$ cat src/rtl/sram_wb_pkg.sv
// -----------------------------------------------------------------------------
// sram_wb_pkg
// Shared types and constants for the SRAM posted-write buffer.
//   wb_state_t : drain/read sequencing states (IDLE, DRAIN, READ)
//   wb_entry_t : one buffered write {addr, data}
//   LINE_LSB   : lowest address bit that selects a 64-bit SRAM line
//   same_line  : true when two byte addresses fall in the same SRAM line
// -----------------------------------------------------------------------------
package sram_wb_pkg;

    typedef enum logic [1:0] {
        IDLE  = 2'd0,
        DRAIN = 2'd1,
        READ  = 2'd2
    } wb_state_t;

    typedef struct packed {
        logic [31:0] addr;
        logic [31:0] data;
    } wb_entry_t;

    localparam int LINE_LSB = 3;

    function automatic logic same_line(input logic [31:0] a, input logic [31:0] b);
        return (a[31:LINE_LSB] == b[31:LINE_LSB]);
    endfunction

endpackage

$ cat src/rtl/wb_fifo.sv
// -----------------------------------------------------------------------------
// wb_fifo
// Circular store of posted writes with line-hit lookup and tail coalescing.
// Optional feature macro: WB_COALESCE_EN (enables the tail_match compare).
//
// Ports:
//   clk, rst      : clock, asynchronous active-high reset
//   push          : enqueue push_entry at tail
//   pop           : dequeue head
//   coalesce      : overwrite data of the tail-most valid entry
//   push_entry    : entry to enqueue / data to coalesce
//   lookup_addr   : upstream address used for line-hit and tail compares
//   head_entry    : oldest entry (next to drain)
//   count         : number of valid entries
//   line_hit      : some valid entry lies in lookup_addr's SRAM line
//   tail_match    : tail-most valid entry has exactly lookup_addr
// -----------------------------------------------------------------------------
module wb_fifo
    import sram_wb_pkg::*;
#(
    parameter int DEPTH = 4
) (
    input  logic                   clk,
    input  logic                   rst,
    input  logic                   push,
    input  logic                   pop,
    input  logic                   coalesce,
    input  wb_entry_t              push_entry,
    input  logic [31:0]            lookup_addr,
    output wb_entry_t              head_entry,
    output logic [$clog2(DEPTH):0] count,
    output logic                   line_hit,
    output logic                   tail_match
);

    localparam int PW = $clog2(DEPTH);
    localparam int CW = PW + 1;
    localparam logic [PW-1:0] PTR_ONE  = PW'(1'b1);
    localparam logic [CW-1:0] CNT_ONE  = CW'(1'b1);
    localparam logic [CW-1:0] CNT_ZERO = CW'(1'b0);

    wb_entry_t         mem_r [DEPTH];
    logic [PW-1:0]     head_r;
    logic [PW-1:0]     tail_r;
    logic [CW-1:0]     count_r;
    logic [PW-1:0]     tail_m1_s;
    logic [DEPTH-1:0]  hit_vec_s;

    assign tail_m1_s  = tail_r - PTR_ONE;
    assign head_entry = mem_r[head_r];
    assign count      = count_r;
    assign line_hit   = |hit_vec_s;

    // Entry i is valid when its distance from head is below count.
    for (genvar g = 0; g < DEPTH; g++) begin : g_ent
        logic [PW-1:0] offset_s;
        logic          valid_s;
        assign offset_s     = PW'(g) - head_r;
        assign valid_s      = ({1'b0, offset_s} < count_r);
        assign hit_vec_s[g] = valid_s && same_line(mem_r[g].addr, lookup_addr);
    end

`ifdef WB_COALESCE_EN
    assign tail_match = (count_r != CNT_ZERO) && (mem_r[tail_m1_s].addr == lookup_addr);
`else
    assign tail_match = 1'b0;
`endif

    // Storage, pointers and occupancy count.
    always_ff @(posedge clk or posedge rst) begin
        if (rst) begin
            head_r  <= '{default: 1'b0};
            tail_r  <= '{default: 1'b0};
            count_r <= CNT_ZERO;
            for (int i = 0; i < DEPTH; i++) begin
                mem_r[i] <= '{addr: 32'h0000_0000, data: 32'h0000_0000};
            end
        end else begin
            if (push) begin
                mem_r[tail_r] <= push_entry;
                tail_r        <= tail_r + PTR_ONE;
            end else if (coalesce) begin
                mem_r[tail_m1_s].data <= push_entry.data;
            end
            if (pop) begin
                head_r <= head_r + PTR_ONE;
            end
            case ({push, pop})
                2'b10:   count_r <= count_r + CNT_ONE;
                2'b01:   count_r <= count_r - CNT_ONE;
                default: count_r <= count_r;
            endcase
        end
    end

endmodule

$ cat src/rtl/sram_write_buffer.sv
// -----------------------------------------------------------------------------
// sram_write_buffer
// Posted-write buffer between the data-cache controller and the SRAM
// controller. Stores retire upstream immediately and drain in the background;
// reads bypass the queue unless a queued write shares their 64-bit line, in
// which case the queue drains until the conflict is gone.
// Optional feature macro: WB_COALESCE_EN (a write to the tail entry's address
// overwrites that entry instead of allocating).
//
// Ports:
//   clk, rst      : clock, asynchronous active-high reset
//   wr_en, rd_en  : upstream requests, held until ready
//   address       : upstream byte address (word aligned)
//   write_data    : upstream store data
//   ready         : upstream request completes this cycle
//   read_data     : line data, valid with ready on a read
//   sram_wr_en    : downstream write request (held until sram_ready)
//   sram_rd_en    : downstream read request (held until sram_ready)
//   sram_address  : downstream address
//   sram_wdata    : downstream write data
//   sram_ready    : downstream completion pulse
//   sram_rdata    : downstream read data, valid with sram_ready
// -----------------------------------------------------------------------------
module sram_write_buffer
    import sram_wb_pkg::*;
#(
    parameter int DEPTH = 4
) (
    input  logic        clk,
    input  logic        rst,
    input  logic        wr_en,
    input  logic        rd_en,
    input  logic [31:0] address,
    input  logic [31:0] write_data,
    output logic        ready,
    output logic [63:0] read_data,
    output logic        sram_wr_en,
    output logic        sram_rd_en,
    output logic [31:0] sram_address,
    output logic [31:0] sram_wdata,
    input  logic        sram_ready,
    input  logic [63:0] sram_rdata
);

    localparam int CW = $clog2(DEPTH) + 1;
    localparam logic [CW-1:0] CNT_ZERO = CW'(1'b0);
    localparam logic [CW-1:0] CNT_ONE  = CW'(1'b1);
    localparam logic [CW-1:0] CNT_FULL = CW'(DEPTH);

    wb_state_t     state_r;
    wb_state_t     state_next_s;
    logic          push_s;
    logic          pop_s;
    logic          coalesce_s;
    wb_entry_t     push_entry_s;
    wb_entry_t     head_s;
    logic [CW-1:0] count_s;
    logic          line_hit_s;
    logic          tail_match_s;
    logic          wr_req_s;
    logic          coal_ok_s;

    assign push_entry_s = '{addr: address, data: write_data};

    // Write/read together means the read wins; ready is forced low in reset.
    assign wr_req_s = wr_en && !rd_en && !rst;

    // The entry being presented to SRAM must not change under the drain.
    assign coal_ok_s = tail_match_s && !((state_r == DRAIN) && (count_s == CNT_ONE));

    wb_fifo #(
        .DEPTH (DEPTH)
    ) u_fifo (
        .clk         (clk),
        .rst         (rst),
        .push        (push_s),
        .pop         (pop_s),
        .coalesce    (coalesce_s),
        .push_entry  (push_entry_s),
        .lookup_addr (address),
        .head_entry  (head_s),
        .count       (count_s),
        .line_hit    (line_hit_s),
        .tail_match  (tail_match_s)
    );

    // State register.
    always_ff @(posedge clk or posedge rst) begin
        if (rst) begin
            state_r <= IDLE;
        end else begin
            state_r <= state_next_s;
        end
    end

    // Write acceptance, next-state selection and downstream request muxing.
    always_comb begin
        state_next_s = state_r;
        push_s       = 1'b0;
        pop_s        = 1'b0;
        coalesce_s   = 1'b0;
        ready        = 1'b0;
        read_data    = 64'h0000_0000_0000_0000;
        sram_wr_en   = 1'b0;
        sram_rd_en   = 1'b0;
        sram_address = 32'h0000_0000;
        sram_wdata   = 32'h0000_0000;

        // Acceptance depends only on registered occupancy, so a full buffer
        // accepts one cycle after the drain that frees a slot.
        if (wr_req_s && coal_ok_s) begin
            ready      = 1'b1;
            coalesce_s = 1'b1;
        end else if (wr_req_s && (count_s < CNT_FULL)) begin
            ready  = 1'b1;
            push_s = 1'b1;
        end else begin
            push_s = 1'b0;
        end

        case (state_r)
            IDLE: begin
                if (rd_en && !line_hit_s) begin
                    state_next_s = READ;
                end else if (count_s != CNT_ZERO) begin
                    state_next_s = DRAIN;
                end else begin
                    state_next_s = IDLE;
                end
            end
            DRAIN: begin
                sram_wr_en   = 1'b1;
                sram_address = head_s.addr;
                sram_wdata   = head_s.data;
                if (sram_ready) begin
                    pop_s        = 1'b1;
                    state_next_s = IDLE;
                end else begin
                    state_next_s = DRAIN;
                end
            end
            READ: begin
                sram_rd_en   = 1'b1;
                sram_address = address;
                if (sram_ready) begin
                    ready        = 1'b1;
                    read_data    = sram_rdata;
                    state_next_s = IDLE;
                end else begin
                    state_next_s = READ;
                end
            end
            default: begin
                state_next_s = IDLE;
            end
        endcase
    end

endmodule

$ cat config.mk
export PLATFORM = sky130hd
export DESIGN_NAME = sram_write_buffer
export DESIGN_NICKNAME = d
export VERILOG_FILES = /design/src/rtl/sram_wb_pkg.sv /design/src/rtl/wb_fifo.sv /design/src/rtl/sram_write_buffer.sv
export SDC_FILE = /design/constraint.sdc
export NUM_CORES = 1
export LEC_CHECK = 0
export CORE_ASPECT_RATIO = 0.8
export CORE_UTILIZATION = 45
export CTS_CLUSTER_DIAMETER = 30
export CTS_CLUSTER_SIZE = 10
export DETAILED_ROUTE_END_ITERATION = 12
export GPL_TIMING_DRIVEN = 1
export PLACE_DENSITY_LB_ADDON = 0.3
export SYNTH_ARGS = -nofsm -noshare
export SYNTH_HDL_FRONTEND = slang
export SYNTH_HIERARCHICAL = 1
export SYNTH_SLANG_ARGS = --single-unit
$ cat constraint.sdc
create_clock -name clk -period 8.1 [get_ports clk]
set_input_delay 1.215 -clock clk [delete_from_list [all_inputs] [get_ports clk]]
set_output_delay 1.215 -clock clk [all_outputs]
set_load 0.02 [all_outputs]
==> results.yml <==
sta:
  fin_crit_ns: 4.83
  slew_headroom: 0.265
  max_freq_mhz: 207
  timing.final.max_slew_violations: 0
  fin_worst_setup_slack_ns: 3.27
  final-hold-violation-count: 0
  setup-tns-final_ns: 0
  timing.clock.skew_ns: 0.0231
  setup-violations-final: 0
  unrepaired_setup_endpoints_after_global_routing: "no"
  tightest_slew_ns: 1.10
  layout_worst_path_cycle_share: 0.596
critical_path:
  rr_worst_depth: 10
  critPathKind: "flop to output port"
  timing.critical_path.to_type: "output port"
  worst-endpoint-arrival_ns: 3.62
  beginning_of_the_worst_register_to_register_path: "u_fifo/head_r[0]$_DFFE_PP0P_"
  worst-endpoint-required_ns: 6.88
  r2r_setup_slack_ns: 4.50
  r2r_end: "state_r[0]$_DFF_PP0_"
  setup.worst_path.start_class: "flop"
  crit_fanout: 51
synth:
  synthesis.instances: 1070
  mappedNetlistNets: 1219
  async_reset_ff_frac: 1.00
  postSynthAreaPerCell_um2: 13.4
  synth_warnings: 6
  synth.distinct_cells: 39
  synth_sequential_area_ratio: 0.464
  netlist_area_before_placement_um2: 14300
  yosys_most_used_dff: "sky130_fd_sc_hd__dfrtp_1"
  postSynthRegisterBits: 265
  synth_enable_flop_cells: 0
detailed_routing:
  route.detailed.wl_per_inst_um: 21.2
  routed-via-count: 9637
  avgViaCountPerCell: 5.44
  drt_first_iter_violations: 603
  dr.pass1.iters: 5
  postRouteAntennaNets: 0
  postRouteWirelength_um: 37600
  number_of_remaining_drc_errors: 0
grt:
  grt_pass1_vias: 10031
  grt_pass1_wl_um: 59400
  globalRouteTotalUtil: 0.236
  grt_antenna_before_repair: 3
  global_route.overflow_total: 0
  grt_max_degree: 175
placed_design:
  dp_hpwl_um: 24700
  globalplace.congestion: 0.843
  dp.cells: 1674
  place_worst_setup_slack_ns: 3.73
  buffer_ports.inserted: 263
layout:
  final_nets: 1464
  instances_no_fill: 1772
  multiInputGateArea_um2: 7160
  seqCellArea_um2: 6640
  layout.cells.most_common_list: "263 x sky130_fd_sc_hd__clkdlybuf4s50_1, 263 x sky130_fd_sc_hd__dfrtp_1, 247 x sky130_fd_sc_hd__mux2_2"
  flow.area_growth_from_synthesis_pct: 32.5
  final_layout_size_suffix_gt1_frac: 0.316
  fillcell_total: 2414
floorplanning:
  fp.coreArea_um2: 30800
  io-pin-count: 264
  die_h_um: 161
  die-width_um: 201
  core_rows: 57
  dieArea_um2: 32500
  starting_density_of_the_core: 0.464
cts:
  worst_skew_pair_latency_ns: 0.56
  cts_tree: "yes"
  cts_max_path_buffers: 3
  cts.sink_count: 265
  tritoncts.num_buffers: 52
  clock_tree.root_cell: "sky130_fd_sc_hd__clkbuf_16"
  post_cts.repair.setup_buffers: 0
  cts_hold_buf: 0
  clk_transition_reported_paths_ns: 0.05
  cts_repair_resize_count: 0
  cts_htree_levels: 2
job:
  cap_viol_max_count: 0
worst_hold_path:
  hold_start: "u_fifo/mem_r[10]$_DFFE_PP0P_"
  timing.hold.worst_endpoint: "u_fifo/mem_r[10]$_DFFE_PP0P_"
  min_path_type: "flop to flop"
  timing.hold.worst_path_depth: 1
power_and_ir_drop:
  power_density_nw_per_um2: 383
  peakVddDrop_mv: 0.192
  static-leakage-power_nw: 8.12
run_status:
  status: "finished, final reports clean"
-- cells in the mapped netlist (all sizes together), types with 2 or more instances --
master   instances  area (um2)
dfrtp          265        6630
mux2           256        2880
xnor2           83         727
and3            64         400
mux4            64        1440
buf             55         322
xor2            40         350
nor2b           39         246
and2            33         206
clkbuf          33         124
a22oi           32         240
nand4           25         156
nand2           16        60.1
ha              15         188
inv             15        56.3
nor4            12        75.1
a2111oi          4        36.3
a21oi            3        22.5
o21ai            3        15.0
nand3b           2        15.0
or3b             2        17.5
-- stage by stage --
stage | area, um2 | utilization | hold slack (ns) | power, W
finish | 18900 | 0.615 | 0.482 | 0.00725
CTS | 18900 | 0.614 | 0.485 | 0.00731
detailed placement | 17100 | 0.556 | 0.471 | 0.00510
floorplan | 14300 | - | 0.452 | 0.00424
global route | 18900 | 0.615 | 0.501 | 0.00765
global placement | 17100 | 0.556 | 0.463 | 0.00503
-- power by group --
group          switching (W)  leakage, nW  internal, W
Sequential          0.000461         3.37      0.00193
Combinational        0.00116         3.89      0.00153
Clock               0.000719        0.867      0.00144
Total                0.00235         8.12      0.00490
-- cell families after synthesis --
| kind of cell | synth area share |
|---|---|
| simple gates | 0.0847 |
| xor+xnor | 0.0754 |
| fa+ha+maj | 0.0145 |
| flops | 0.464 |
| compound gates | 0.0231 |
| mux | 0.303 |
| buf+inv | 0.0351 |
| other cells | 0.000262 |
-- final cells by class --
type,count,share of cell area
Inverter,15,0.00317
Antenna cell,3,0.000396
Timing Repair Buffer,279,0.146
Clock inverter,33,0.0197
Clock buffer,62,0.0749
Multi-Input combinational cell,702,0.378
Tap cell,413,0.0273
Sequential cell,265,0.350
-- critical path, cell delays in order (launching register included) --
cell                              delay [ns]
sky130_fd_sc_hd__dfrtp_4                0.68
sky130_fd_sc_hd__buf_4                  0.89
sky130_fd_sc_hd__mux4_2                 0.66
sky130_fd_sc_hd__a22oi_1                0.16
sky130_fd_sc_hd__nor2b_1                0.07
sky130_fd_sc_hd__clkdlybuf4s50_1        0.53
-- flip-flops by register name, indices dropped and copies added (netlist names) --
name / cells
u_fifo/count: 3
state_r: 2
u_fifo/tail_r: 2
u_fifo/mem_r: 256
u_fifo/head_r: 2
-- metal layers --
layer / track usage / vias to the layer above / routed length, um
met2: 0.383 / 301 / 18000
met1: 0.310 / 4886 / 16200
met5: 0 / - / 0
met3: 0.0569 / 61 / 2310
li1: - / 4389 / -
met4: 0.0809 / 0 / 1040
-- how the worst max path moves through the flow --
stage                                 start                          end  slack (ns)  cells after the start
6_report       u_fifo/head_r[0]$_DFFE_PP0P_              sram_address[5]        3.27                      5
5_1_grt        u_fifo/head_r[0]$_DFFE_PP0P_             sram_address[25]        3.00                      5
4_1_cts        u_fifo/head_r[0]$_DFFE_PP0P_             sram_address[29]        3.15                      5
3_5_place_dp   u_fifo/head_r[0]$_DFFE_PP0P_             sram_address[29]        3.73                      5
3_3_place_gp   u_fifo/head_r[0]$_DFFE_PP0P_             sram_address[29]        3.72                      5
2_1_floorplan                           rst  u_fifo/count[0]$_DFFE_PP0P_        3.42                      1
Note: power is estimated with default switching activity, not from simulation.
